[src/rtl/fpu_apb_sequencer.sv]
// fpu_apb_sequencer: APB master that runs the FPU peripheral register
// sequence (write OP1, OP2, OP_SEL; poll STATUS; read RESULT) for one
// command at a time and queues each outcome in a first-word-fall-through
// response FIFO.
module fpu_apb_sequencer #(
   parameter int unsigned               APB_ADDR_WIDTH = 32,
   parameter logic [APB_ADDR_WIDTH-1:0] BASE_ADDR      = 32'h1A10_C000,
   parameter int unsigned               RSP_DEPTH      = 4,
   parameter int unsigned               POLL_LIMIT     = 16
) (
   input  logic                      CLK,
   input  logic                      RST,
   // command port
   input  logic                      cmd_valid,
   output logic                      cmd_ready,
   input  logic [31:0]               cmd_op1,
   input  logic [31:0]               cmd_op2,
   input  logic [2:0]                cmd_opsel,
   // response port
   output logic                      rsp_valid,
   input  logic                      rsp_ready,
   output logic [31:0]               rsp_data,
   output logic [1:0]                rsp_err,
   output logic                      busy,
   // APB master
   output logic [APB_ADDR_WIDTH-1:0] PADDR,
   output logic [31:0]               PWDATA,
   output logic                      PWRITE,
   output logic                      PSEL,
   output logic                      PENABLE,
   input  logic [31:0]               PRDATA,
   input  logic                      PREADY,
   input  logic                      PSLVERR
);

   localparam int unsigned PTR_W  = $clog2(RSP_DEPTH);
   localparam int unsigned CNT_W  = $clog2(RSP_DEPTH + 1);
   localparam int unsigned POLL_W = $clog2(POLL_LIMIT + 1);

   localparam logic [APB_ADDR_WIDTH-1:0] OFF_OP1    = APB_ADDR_WIDTH'(32'h00);
   localparam logic [APB_ADDR_WIDTH-1:0] OFF_OP2    = APB_ADDR_WIDTH'(32'h04);
   localparam logic [APB_ADDR_WIDTH-1:0] OFF_OPSEL  = APB_ADDR_WIDTH'(32'h08);
   localparam logic [APB_ADDR_WIDTH-1:0] OFF_RESULT = APB_ADDR_WIDTH'(32'h0C);
   localparam logic [APB_ADDR_WIDTH-1:0] OFF_STATUS = APB_ADDR_WIDTH'(32'h10);

   typedef enum logic [2:0] {
      S_IDLE, S_WR_OP1, S_WR_OP2, S_WR_SEL, S_POLL, S_RD_RES
   } state_e;

   typedef enum logic [1:0] {
      ERR_OK      = 2'b00,
      ERR_SLVERR  = 2'b01,
      ERR_TIMEOUT = 2'b10
   } err_e;

   typedef struct packed {
      logic [31:0] data;
      err_e        err;
   } rsp_t;

   // sequencer state
   state_e              state_q, state_d;
   logic                access_q, access_d;   // 0 = SETUP phase, 1 = ACCESS phase
   logic [POLL_W-1:0]   poll_cnt_q, poll_cnt_d;
   logic [31:0]         op1_q, op2_q;
   logic [2:0]          opsel_q;
   logic                load_cmd;

   // response FIFO
   rsp_t                mem_q [RSP_DEPTH];
   logic [PTR_W-1:0]    wr_ptr_q, rd_ptr_q;
   logic [CNT_W-1:0]    count_q;
   logic                push, pop;
   rsp_t                push_entry;
   rsp_t                head;

   // A slot is reserved before accepting, so the eventual push never finds the FIFO full.
   assign cmd_ready = (state_q == S_IDLE) && (count_q < CNT_W'(RSP_DEPTH));
   assign busy      = (state_q != S_IDLE);
   assign rsp_valid = (count_q != '0);
   assign pop       = rsp_valid && rsp_ready;
   assign head      = mem_q[rd_ptr_q];
   assign rsp_data  = rsp_valid ? head.data : 32'd0;
   assign rsp_err   = rsp_valid ? head.err  : ERR_OK;

   // Sequencer registers: state, APB phase, poll counter and the captured command.
   // NOTE: an asynchronous reset here makes PSEL/PENABLE fall the moment RST rises, not at the next edge.
   always_ff @(posedge CLK or posedge RST) begin
      if (RST) begin
         state_q    <= S_IDLE;
         access_q   <= 1'b0;
         poll_cnt_q <= '0;
         op1_q      <= '0;
         op2_q      <= '0;
         opsel_q    <= '0;
      end else begin
         // NOTE: non-blocking assignments so every register samples pre-edge values.
         state_q    <= state_d;
         access_q   <= access_d;
         poll_cnt_q <= poll_cnt_d;
         if (load_cmd) begin
            op1_q   <= cmd_op1;
            op2_q   <= cmd_op2;
            opsel_q <= cmd_opsel;
         end
      end
   end

   // Next-state logic: one APB transfer per state, advancing on the completing ACCESS.
   always_comb begin
      // NOTE: every output gets a default first, so no path leaves a latch behind.
      state_d    = state_q;
      access_d   = access_q;
      poll_cnt_d = poll_cnt_q;
      load_cmd   = 1'b0;
      push       = 1'b0;
      push_entry = '0;

      case (state_q)
         S_IDLE: begin
            if (cmd_valid && cmd_ready) begin
               state_d    = S_WR_OP1;
               access_d   = 1'b0;
               poll_cnt_d = '0;
               load_cmd   = 1'b1;
            end
         end
         default: begin
            if (!access_q) begin
               access_d = 1'b1;
            end else if (PREADY) begin
               // completing ACCESS: the next transfer (if any) starts with a SETUP
               access_d = 1'b0;
               if (PSLVERR) begin
                  push           = 1'b1;
                  push_entry.err = ERR_SLVERR;
                  state_d        = S_IDLE;
               end else begin
                  case (state_q)
                     S_WR_OP1: state_d = S_WR_OP2;
                     S_WR_OP2: state_d = S_WR_SEL;
                     S_WR_SEL: state_d = S_POLL;
                     S_POLL: begin
                        if (PRDATA[0]) begin
                           state_d = S_RD_RES;
                        end else if (poll_cnt_q == POLL_W'(POLL_LIMIT - 1)) begin
                           push           = 1'b1;
                           push_entry.err = ERR_TIMEOUT;
                           state_d        = S_IDLE;
                        end else begin
                           poll_cnt_d = poll_cnt_q + 1'b1;
                        end
                     end
                     S_RD_RES: begin
                        push            = 1'b1;
                        push_entry.data = PRDATA;
                        push_entry.err  = ERR_OK;
                        state_d         = S_IDLE;
                     end
                     default: state_d = S_IDLE;
                  endcase
               end
            end
         end
      endcase
   end

   // APB drive: address, data and direction decoded from the state, so they hold through wait states.
   always_comb begin
      PSEL    = (state_q != S_IDLE);
      PENABLE = access_q;
      PWRITE  = 1'b0;
      PADDR   = '0;
      PWDATA  = '0;
      case (state_q)
         S_WR_OP1: begin
            PWRITE = 1'b1;
            PADDR  = BASE_ADDR + OFF_OP1;
            PWDATA = op1_q;
         end
         S_WR_OP2: begin
            PWRITE = 1'b1;
            PADDR  = BASE_ADDR + OFF_OP2;
            PWDATA = op2_q;
         end
         S_WR_SEL: begin
            PWRITE = 1'b1;
            PADDR  = BASE_ADDR + OFF_OPSEL;
            PWDATA = {29'd0, opsel_q};
         end
         S_POLL:   PADDR = BASE_ADDR + OFF_STATUS;
         S_RD_RES: PADDR = BASE_ADDR + OFF_RESULT;
         default: ;
      endcase
   end

   // FIFO pointers and occupancy; pointers wrap naturally because the depth is a power of two.
   always_ff @(posedge CLK or posedge RST) begin
      if (RST) begin
         wr_ptr_q <= '0;
         rd_ptr_q <= '0;
         count_q  <= '0;
      end else begin
         if (push) wr_ptr_q <= wr_ptr_q + 1'b1;
         if (pop)  rd_ptr_q <= rd_ptr_q + 1'b1;
         case ({push, pop})
            2'b10:   count_q <= count_q + 1'b1;
            2'b01:   count_q <= count_q - 1'b1;
            default: ;
         endcase
      end
   end

   // FIFO storage write.
   // NOTE: storage is not reset; occupancy is, and rsp_data is masked while the FIFO is empty.
   always_ff @(posedge CLK) begin
      if (push) mem_q[wr_ptr_q] <= push_entry;
   end

endmodule

[config.mk]
export PLATFORM = sky130hd
export DESIGN_NAME = fpu_apb_sequencer
export DESIGN_NICKNAME = d
export VERILOG_FILES = /design/src/rtl/fpu_apb_sequencer.sv
export SDC_FILE = /design/constraint.sdc
export NUM_CORES = 1
export LEC_CHECK = 0
export CAP_MARGIN = 20
export CORE_MARGIN = 2
export CORE_UTILIZATION = 55
export DETAILED_ROUTE_END_ITERATION = 10
export GPL_TIMING_DRIVEN = 0
export PLACE_DENSITY = 0.95
export SYNTH_ARGS = -nofsm -noshare
export SYNTH_HDL_FRONTEND = slang
export SYNTH_SLANG_ARGS = --single-unit
[constraint.sdc]
create_clock -name CLK -period 7.5 [get_ports CLK]
set_clock_uncertainty 0.2 [all_clocks]
set_input_delay 1.5 -clock CLK [delete_from_list [all_inputs] [get_ports CLK]]
set_output_delay 1.5 -clock CLK [all_outputs]
set_load 0.05 [all_outputs]
==> results of run 1 <==
sequential cells by signal (all words and copies together) (netlist names):
register and flops:
state_q 3, rd_ptr_q 2, mem_q 136, opsel_q 3, PENABLE 1, op1_q 32, count_q 3, op2_q 32
wr_ptr_q 2, poll_cnt_q 5
routing by layer:
metal | global-route usage, % | part of all wire [%] | up-vias | routed length (microns)
met2 | 41.1 | 51 | 237 | 10800
met5 | 0 | 0 | - | 0
met3 | 7.11 | 9.0 | 30 | 1890
met1 | 28.0 | 38 | 2829 | 7950
li1 | - | - | 2582 | -
met4 | 5.21 | 1.7 | 0 | 356
final cells by class:
cell class / instances / area (sq um) / area share [%]
buffer: 64 / 387 / 3.10
clock buffer: 34 / 624 / 5.01
clock inverter: 6 / 56.3 / 0.452
inverter: 11 / 43.8 / 0.351
multi-input combinational: 312 / 2990 / 24.0
sequential: 219 / 6160 / 49.4
tap: 225 / 282 / 2.26
timing repair buffer: 188 / 1920 / 15.4
synth_stat cells (11+ instances only):
| cell | instances | area, sq um |
|---|---|---|
| dfrtp_1 | 83 | 2080 |
| mux4_2 | 34 | 766 |
| a22o_1 | 30 | 263 |
| inv_1 | 11 | 41.3 |
| mux2_2 | 52 | 586 |
| and2_1 | 72 | 450 |
| edfxtp_1 | 136 | 4080 |
| mux2_4 | 19 | 285 |
| buf_2 | 11 | 55.1 |
| buf_4 | 29 | 218 |
| nor2_1 | 14 | 52.6 |
| clkbuf_1 | 19 | 71.3 |
worst min path at each step:
| stage | end | slack (ns) | cells past startpoint |
|---|---|---|---|
| floorplan | poll_cnt_q[3] | 0.24 | 1 |
| CTS | poll_cnt_q[3] | 0.29 | 1 |
| global route | count_q[0] | 0.31 | 1 |
| detailed placement | poll_cnt_q[4] | 0.27 | 2 |
| finish | poll_cnt_q[3] | 0.28 | 1 |
| global placement | poll_cnt_q[3] | 0.26 | 1 |
kinds of logic after synthesis:
family,count (synthesis),share of synthesized area [%]
muxes,107,17.4
adders and majority gates,8,1.13
DFF,219,64.9
xor gates and xnor gates,8,0.738
and+or+nand+nor,115,7.08
other,1,0.0395
buffers and inverters,75,4.51
AOI/OAI and AO/OA,51,4.18
metrics by stage:
stage                     instances  power (mW)  util [%]  hold slack, ns
after detailed placement       1019        4.62      69.1           0.273
final                          1059        5.64      73.1           0.279
after global routing           1059        5.89      73.1           0.309
after global placement         1016        4.55      68.7           0.263
after CTS                      1059        5.68      73.1           0.286
after floorplan                 606        3.74         -           0.240
cells in the final DEF, fill, tap and decap left out, types with 3 or more instances in the layout:
| master | instances |
|---|---|
| clkdlybuf4s50_1 | 185 |
| edfxtp_1 | 136 |
| dfrtp_1 | 83 |
| and2_1 | 68 |
| mux2_2 | 52 |
| mux4_2 | 34 |
| a22o_1 | 30 |
| buf_4 | 29 |
| clkbuf_1 | 28 |
| conb_1 | 23 |
| clkbuf_16 | 23 |
| mux2_4 | 19 |
| nor2_1 | 14 |
| buf_2 | 11 |
| inv_1 | 10 |
| nand2_1 | 10 |
| ha_1 | 7 |
| o21ai_0 | 6 |
| a21oi_1 | 5 |
| a22oi_1 | 4 |
| xor2_1 | 4 |
| xnor2_1 | 4 |
| and2_2 | 4 |
| buf_6 | 3 |
| or3_1 | 3 |
| and3_1 | 3 |
| clkinv_1 | 3 |
where the power goes:
group          internal [mW]  switching [mW]  leakage, nW
sequential              1.55           0.139         2.31
combinational           1.18            1.74         2.27
clock                  0.608           0.429        0.331
critical path: stages (launching register included):
cell and delay (ns):
dfrtp_1 0.37, clkbuf_2 0.18, nand2b_1 0.22, nor2_1 0.15, clkbuf_1 0.43, buf_2 0.34
a22o_1 0.22, clkdlybuf4s50_1 0.84
==> run_results.csv, run 1 <==
group,metric,value,unit
floorplanning,die_area,18300,sq um
placed_design,dpl.hpwl,14.4,mm
floorplanning,die_y,135,microns
drt,vias,5678,
cells_and_area,area_delta_synth_final,31.3,%
placed_design,dpl_cell_area,11800,sq um
logic_synthesis,synth_cell_types,41,
drt,drtIter0Drc,377,
worst_setup_path,r2r-end,"count_q[2]",
drt,avgRoutedWirePerCell,19.8,microns
sta,hold_viol,0,
logic_synthesis,synth-edff-count,136,
clock_tree,cts_root_buf,"clkbuf_16",
cells_and_area,num-nets-final,931,
logic_synthesis,yosysWarnings,0,
floorplanning,core,17100,sq um
cells_and_area,final_area,12500,sq um
job,cap_violations,0,
placed_design,io_buffers,185,
drt,drc_errors,0,
sta,maxSlewViolCount,0,
floorplanning,ios,209,
drt,drtPass1Iterations,5,
worst_hold_path,worstHoldStart,"poll_cnt_q[3]",
clock_tree,clkLatencyLatePin,0.49,ns
logic_synthesis,synth_area,9500,sq um
power,power_leakage,4.90,nW
sta,max_slew_margin,39.6,%
worst_setup_path,rrSetupSlack,4.52,ns
drt,postRouteAntennaNets,0,
clock_tree,post_cts_resize_count,0,
clock_tree,clkTransAtPathRegs,0.06,ns
worst_setup_path,critPathArrivalTime,3.23,ns
worst_setup_path,critPathMaxFanout,10,
sta,rsz0062_at_grt,"no",
logic_synthesis,ys_ff_latch,219,
worst_setup_path,start_kind,"flop",
clock_tree,hold_buffers,0,
sta,setup_slack,2.57,ns
worst_setup_path,cp-startpoint,"state_q[1]",
grt,overflow,0,
clock_tree,clockBufferDepth,3,
floorplanning,initial_core_util,55.7,%
cells_and_area,antenna_cells,0,
logic_synthesis,ys_seq_area_share,64.9,%
power,vdd_drop_max,365,uV
grt,antenna_found_initial,0,
sta,min_period_over_period,65.8,%
worst_setup_path,setup.worst_path.class,"flop to output port",
sta,tightest_slew,0.906,ns
sta,tns,0,ns
grt,grt_pass1_wl,32.4,mm
clock_tree,cts_sinks,219,
placed_design,gp_congestion,0.794,
worst_setup_path,cp.required,5.80,ns
sta,max_freq,203,MHz
logic_synthesis,syn_avg_cell_area,16.3,sq um
grt,grt_pass1_vias,6017,
clock_tree,cts_buffers,22,
floorplanning,rows,48,
worst_setup_path,cp-end-kind,"output port",
sta,setup_viol,0,
clock_tree,cts_tree,"done",
grt,grt.total_usage,23.1,%
worst_setup_path,critPathCapture,"PWDATA[25]",
power,power.density,452,nW/um^2
grt,grt_start_max_net_pins,69,
logic_synthesis,synthFlopType,"edfxtp_1",
logic_synthesis,synth_cells,584,
cells_and_area,drive_gt1_share,22.5,%
worst_setup_path,rr_startpoint,"poll_cnt_q[0]",
placed_design,dpl_worst_slack,3.12,ns
clock_tree,ctsHtreeMaxLevel,1,
worst_hold_path,hp-class,"flop to flop",
drt,drt-total-wl,21.0,mm
worst_setup_path,rr_worst_depth,13,
floorplanning,die_w,135,microns
clock_tree,cts_setup_buffers,0,
cells_and_area,fillers,1054,
outcome,status,"finished, final reports clean",
sta,layout_min_cycle_time,4.93,ns
drt,via_per_inst,5.36,
logic_synthesis,synthArstFlopShare,37.9,%
Note: power is estimated with default switching activity, not from simulation.
==> run 2: changes to the inputs <==
CORE_UTILIZATION = 51   (was 55)
PLACE_DENSITY = 0.92   (was 0.95)
clock period = 4.59 ns   (was 7.5 ns; I/O delays follow)
==> run 2 against run 1 <==
  * Sequential cell count is the same
  * Clock power grew 72%
  * Via count shrank 0.42%
  * Critical path depth is the same
  * Setup slack lost 2.3 ns
  * Global-route usage shrank 2.2 points
  * Count of clock-buffer cells in the layout shrank 5
  * Sequential power grew 63%
  * Combinational power grew 63%
  * Register-to-register slack lost 2.8 ns
==> run_results.csv, run 2 (synthesis results as in run 1) <==
group,metric,value,unit
grt,grt.total_usage,21.0,%
placed_design,dpl_worst_slack,0.834,ns
power,power.density,743,nW/um^2
placed_design,placed_cells,1021,
worst_setup_path,cp.required,3.47,ns
clock_tree,cts_sinks,219,
worst_setup_path,critPathMaxFanout,10,
floorplanning,die_y,140,microns
worst_hold_path,hold_end,"poll_cnt_q[3]",
worst_setup_path,slowest_delay,0.85,ns
clock_tree,post_cts_resize_count,0,
clock_tree,cts_setup_buffers,0,
worst_setup_path,critPathArrivalTime,3.21,ns
worst_setup_path,rrSetupSlack,1.70,ns
floorplanning,initial_core_util,52.5,%
cells_and_area,max_flop_register,"mem_q",
power,vdd_drop_max,530,uV
floorplanning,die_w,140,microns
clock_tree,cts_tree,"done",
cells_and_area,final_cell_mix,"clkdlybuf4s50_1, edfxtp_1, dfrtp_1",
placed_design,gp_congestion,0.812,
cells_and_area,fin_util,69.0,%
cells_and_area,final_area,12500,sq um
clock_tree,clkLatencyLatePin,0.51,ns
cells_and_area,largest_reg_flops,136,
clock_tree,ctsHtreeMaxLevel,1,
drt,vias,5654,
cells_and_area,area_delta_synth_final,31.4,%
power,finalPower,9.27,mW
cells_and_area,num-nets-final,930,
outcome,status,"finished, final reports clean",
sta,tightest_slew,0.920,ns
cells_and_area,seq_area,6160,sq um
cells_and_area,reg_top3,"mem_q (136), op1_q (32), op2_q (32)",
grt,grt_pass1_wl,32.3,mm
worst_setup_path,start_kind,"flop",
sta,min_period_over_period,94.2,%
grt,overflow,0,
grt,grt_start_max_net_pins,70,
clock_tree,hold_buffers,0,
grt,antenna_found_initial,0,
worst_hold_path,hold_path_depth,1,
grt,grt_pass1_vias,6057,
sta,rsz0062_at_grt,"no",
worst_setup_path,r2r-end,"count_q[2]",
cells_and_area,multi_input_area,2990,sq um
placed_design,dpl_cell_area,11800,sq um
floorplanning,rows,49,
power,power_leakage,4.90,nW
cells_and_area,finalNonFillerCells,1063,
worst_setup_path,cp-end-kind,"output port",
worst_hold_path,hp-class,"flop to flop",
sta,max_freq,231,MHz
sta,max_slew_margin,38.7,%
cells_and_area,antenna_cells,0,
drt,via_per_inst,5.32,
sta,maxSlewViolCount,0,
sta,hold_viol,0,
drt,drtIter0Drc,324,
worst_setup_path,path_cells,"clkbuf_2 -> nand2b_1 -> nor2_1 -> clkbuf_1 -> buf_2 -> a22o_1 -> clkdlybuf4s50_1",
floorplanning,ios,209,
sta,setup_viol,0,
clock_tree,cts_root_buf,"clkbuf_16",
placed_design,io_buffers,185,
sta,setup_slack,0.267,ns
cells_and_area,fillers,1169,
sta,hold_ws,0.280,ns
clock_tree,cts_buffers,23,
clock_tree,clockBufferDepth,3,
floorplanning,die_area,19700,sq um
worst_setup_path,slowest_stage,"clkdlybuf4s50_1",
worst_setup_path,rr_worst_depth,13,
drt,drtPass1Iterations,4,
worst_setup_path,rr_startpoint,"poll_cnt_q[0]",
drt,drt-total-wl,20.8,mm
placed_design,dpl.hpwl,14.1,mm
floorplanning,core,18100,sq um
clock_tree,clkTransAtPathRegs,0.06,ns
cells_and_area,drive_gt1_share,22.7,%
worst_hold_path,worstHoldStart,"poll_cnt_q[3]",
sta,tns,0,ns
job,cap_violations,0,
drt,drc_errors,0,
worst_setup_path,setup.worst_path.class,"flop to output port",
drt,postRouteAntennaNets,0,
drt,avgRoutedWirePerCell,19.6,microns
cells_and_area,final_common_cell,"clkdlybuf4s50_1",
sta,layout_min_cycle_time,4.32,ns
-- run 2: changes by cell type in the layout (fill, tap and decap cells not counted), sizes merged --
cell | previous run | this run
clkbuf | 54 | 49
clkinv | 4 | 8
buf | 47 | 45
clkinvlp | 0 | 2
bufinv | 1 | 2
-- run 2: cell type report --
| cell class | instances | share of cell area [%] |
|---|---|---|
| plain buffers | 64 | 3.10 |
| clock buffers | 29 | 4.87 |
| clock inverters | 13 | 0.933 |
| inverters | 11 | 0.351 |
| multi-input cells | 312 | 24.0 |
| flip-flops and latches | 219 | 49.4 |
| well taps | 229 | 2.30 |
| repair buffers | 186 | 15.1 |
-- run 2: critical path, delay by kind of cell, from the launching register on --
family	cells	cell delay (ns)
AND/OR/NAND/NOR	2	0.35
AO/OA/AOI/OAI	1	0.16
buffers and inverters	4	1.83
flip-flops	1	0.37
-- run 2: routing by layer --
layer / wire length, microns / GRT usage, %
met5: 0 / 0
met4: 224 / 4.53
met3: 2280 / 7.49
met1: 7850 / 25.8
met2: 10500 / 36.1
-- run 2: worst max-delay path by stage --
stage | start | to | slack [ns] | depth (start not counted)
after floorplan | state_q[2] | PADDR[15] | 0.45 | 5
final | state_q[1] | PWDATA[22] | 0.27 | 7
after CTS | state_q[1] | PWDATA[22] | 0.22 | 7
after detailed placement | state_q[1] | PWDATA[22] | 0.83 | 7
after global routing | state_q[1] | PWDATA[22] | 0.11 | 7
after global placement | RST | op1_q[28] | -0.06 | 2
-- run 2: power by group --
part           leakage, nW  total, mW  internal (mW)  switching, mW
clock                0.347       1.79           1.05          0.736
combinational         2.25       4.73           1.91           2.81
sequential            2.31       2.75           2.53          0.221
==> run 3: changes to the inputs <==
SLEW_MARGIN = 40   (was default)
==> run 3 against run 2 <==
  * Total power is 1.7% higher
  * Via count is 0.44% lower
  * Fmax increased by 0.38%
  * Final cell count up 0.19%
  * Critical path type unchanged
  * Largest cell class unchanged
  * Highest routed layer unchanged
==> run_results.csv, run 3 (synthesis results as in run 1) <==
group,metric,value,unit
outcome,status,"finished, final reports clean",
sta,tightest_slew,0.612,ns
clock_tree,post_cts_resize_count,0,
cells_and_area,final_cell_mix,"clkdlybuf4s50_1, edfxtp_1, dfrtp_1",
worst_setup_path,critPathMaxFanout,10,
clock_tree,ctsHtreeMaxLevel,1,
clock_tree,hold_buffers,0,
clock_tree,clockBufferDepth,3,
sta,max_freq,232,MHz
clock_tree,clkTransAtPathRegs,0.06,ns
placed_design,dpl.hpwl,14.2,mm
cells_and_area,num-nets-final,931,
drt,vias,5629,
sta,tns,0,ns
cells_and_area,area_delta_synth_final,32.3,%
drt,via_per_inst,5.29,
drt,avgRoutedWirePerCell,19.8,microns
worst_setup_path,critPathArrivalTime,3.19,ns
power,finalPower,9.42,mW
worst_hold_path,hp-class,"flop to flop",
worst_hold_path,hold_path_depth,2,
drt,drtIter0Drc,382,
cells_and_area,drive_gt1_share,23.2,%
floorplanning,die_w,140,microns
power,vdd_drop_max,577,uV
placed_design,gp_congestion,0.812,
worst_setup_path,start_kind,"flop",
clock_tree,cts_tree,"done",
clock_tree,clkLatencyLatePin,0.51,ns
drt,drc_errors,0,
worst_hold_path,worstHoldStart,"poll_cnt_q[4]",
cells_and_area,reg_top3,"mem_q (136), op1_q (32), op2_q (32)",
sta,rsz0062_at_grt,"no",
grt,grt_pass1_vias,6114,
worst_setup_path,rr_startpoint,"poll_cnt_q[0]",
placed_design,io_buffers,185,
grt,grt.total_usage,21.4,%
worst_setup_path,cp-end-kind,"output port",
power,pwr-share-comb,50.3,%
floorplanning,initial_core_util,52.5,%
worst_setup_path,cp.required,3.47,ns
power,power_frac_seq,29.3,%
power,clkPwrFrac,20.4,%
cells_and_area,largest_reg_flops,136,
worst_setup_path,rr_worst_depth,13,
sta,hold_viol,0,
floorplanning,die_area,19700,sq um
worst_setup_path,rrSetupSlack,1.68,ns
worst_setup_path,setup.worst_path.class,"flop to output port",
floorplanning,die_y,140,microns
sta,max_slew_margin,59.2,%
sta,min_period_over_period,93.8,%
cells_and_area,max_flop_register,"mem_q",
power,switching_power,3.79,mW
sta,setup_slack,0.283,ns
drt,drtPass1Iterations,4,
grt,antenna_found_initial,0,
job,cap_violations,0,
drt,drt-total-wl,21.1,mm
power,power.density,750,nW/um^2
placed_design,dpl_worst_slack,0.810,ns
worst_setup_path,r2r-end,"count_q[2]",
sta,maxSlewViolCount,0,
grt,grt_start_max_net_pins,44,
cells_and_area,fillers,1185,
sta,layout_min_cycle_time,4.31,ns
power,switching_share,40.2,%
clock_tree,cts_sinks,219,
worst_hold_path,hold_end,"poll_cnt_q[4]",
power,power_leakage,4.95,nW
grt,grt_pass1_wl,32.9,mm
floorplanning,ios,209,
power,intPower,5.64,mW
clock_tree,cts_root_buf,"clkbuf_16",
drt,postRouteAntennaNets,0,
sta,setup_viol,0,
floorplanning,core,18100,sq um
clock_tree,cts_setup_buffers,0,
floorplanning,rows,49,
cells_and_area,final_common_cell,"clkdlybuf4s50_1",
clock_tree,cts_buffers,24,
grt,overflow,0,
run 3: area by class of cell:
type                            instances  area, sq um  share of cell area [%]
Inverter                               11         46.3                   0.368
Sequential cell                       219         6160                    49.0
Timing Repair Buffer                  186         1880                    15.0
Antenna cell                            1         2.50                  0.0199
Tap cell                              229          287                    2.28
Clock inverter                         14          180                    1.43
Buffer                                 64          387                    3.08
Multi-Input combinational cell        312         3000                    23.9
Clock buffer                           29          619                    4.93
run 3: power groups by stage:
| stage | combinational, mW | sequential [mW] | clock, mW |
|---|---|---|---|
| global route | 4.98 | 2.79 | 2.03 |
| finish | 4.74 | 2.76 | 1.92 |
| global placement | 4.65 | 2.77 | 0 |
| detailed placement | 4.74 | 2.78 | 0 |
| floorplan | 3.39 | 2.72 | 0 |
| CTS | 4.78 | 2.75 | 1.96 |
run 3: worst max-delay path by stage:
stage               startpoint    endpoint  slack (ns)  cells past startpoint
floorplan           state_q[2]   PADDR[15]        0.45                      5
global placement           RST   op1_q[28]       -0.06                      2
detailed placement  state_q[1]  PWDATA[22]        0.81                      7
CTS                 state_q[1]  PWDATA[22]        0.26                      7
global route        state_q[1]  PWDATA[22]        0.08                      7
finish              state_q[1]  PWDATA[22]        0.28                      7
run 3: metal layers:
metal  vias up  wire length, microns  part of all wire [%]  GRT usage, %
met5         -                     0                     0             0
met2       232                 10700                    51          37.3
met1      2781                  8070                    38          26.3
li1       2589                     -                     -             -
met3        27                  1960                   9.3          6.70
met4         0                   283                   1.3          5.11
run 3: critical path, cell delays in order (launching register included):
cell,delay (ns)
dfrtp_1,0.35
clkbuf_2,0.17
nand2b_1,0.23
nor2_1,0.14
clkbuf_1,0.43
buf_2,0.35
a22o_1,0.16
clkdlybuf4s50_1,0.85
run 3: stage by stage:
| step | std cells | util [%] | cell area, sq um | hold WS [ns] |
|---|---|---|---|---|
| floorplan | 606 | - | 9580 | 0.240 |
| finish | 1065 | 69.5 | 12600 | 0.285 |
| global placement | 1020 | 64.8 | 11700 | 0.264 |
| CTS | 1064 | 69.5 | 12600 | 0.294 |
| global route | 1064 | 69.5 | 12600 | 0.311 |
| detailed placement | 1021 | 65.0 | 11800 | 0.282 |
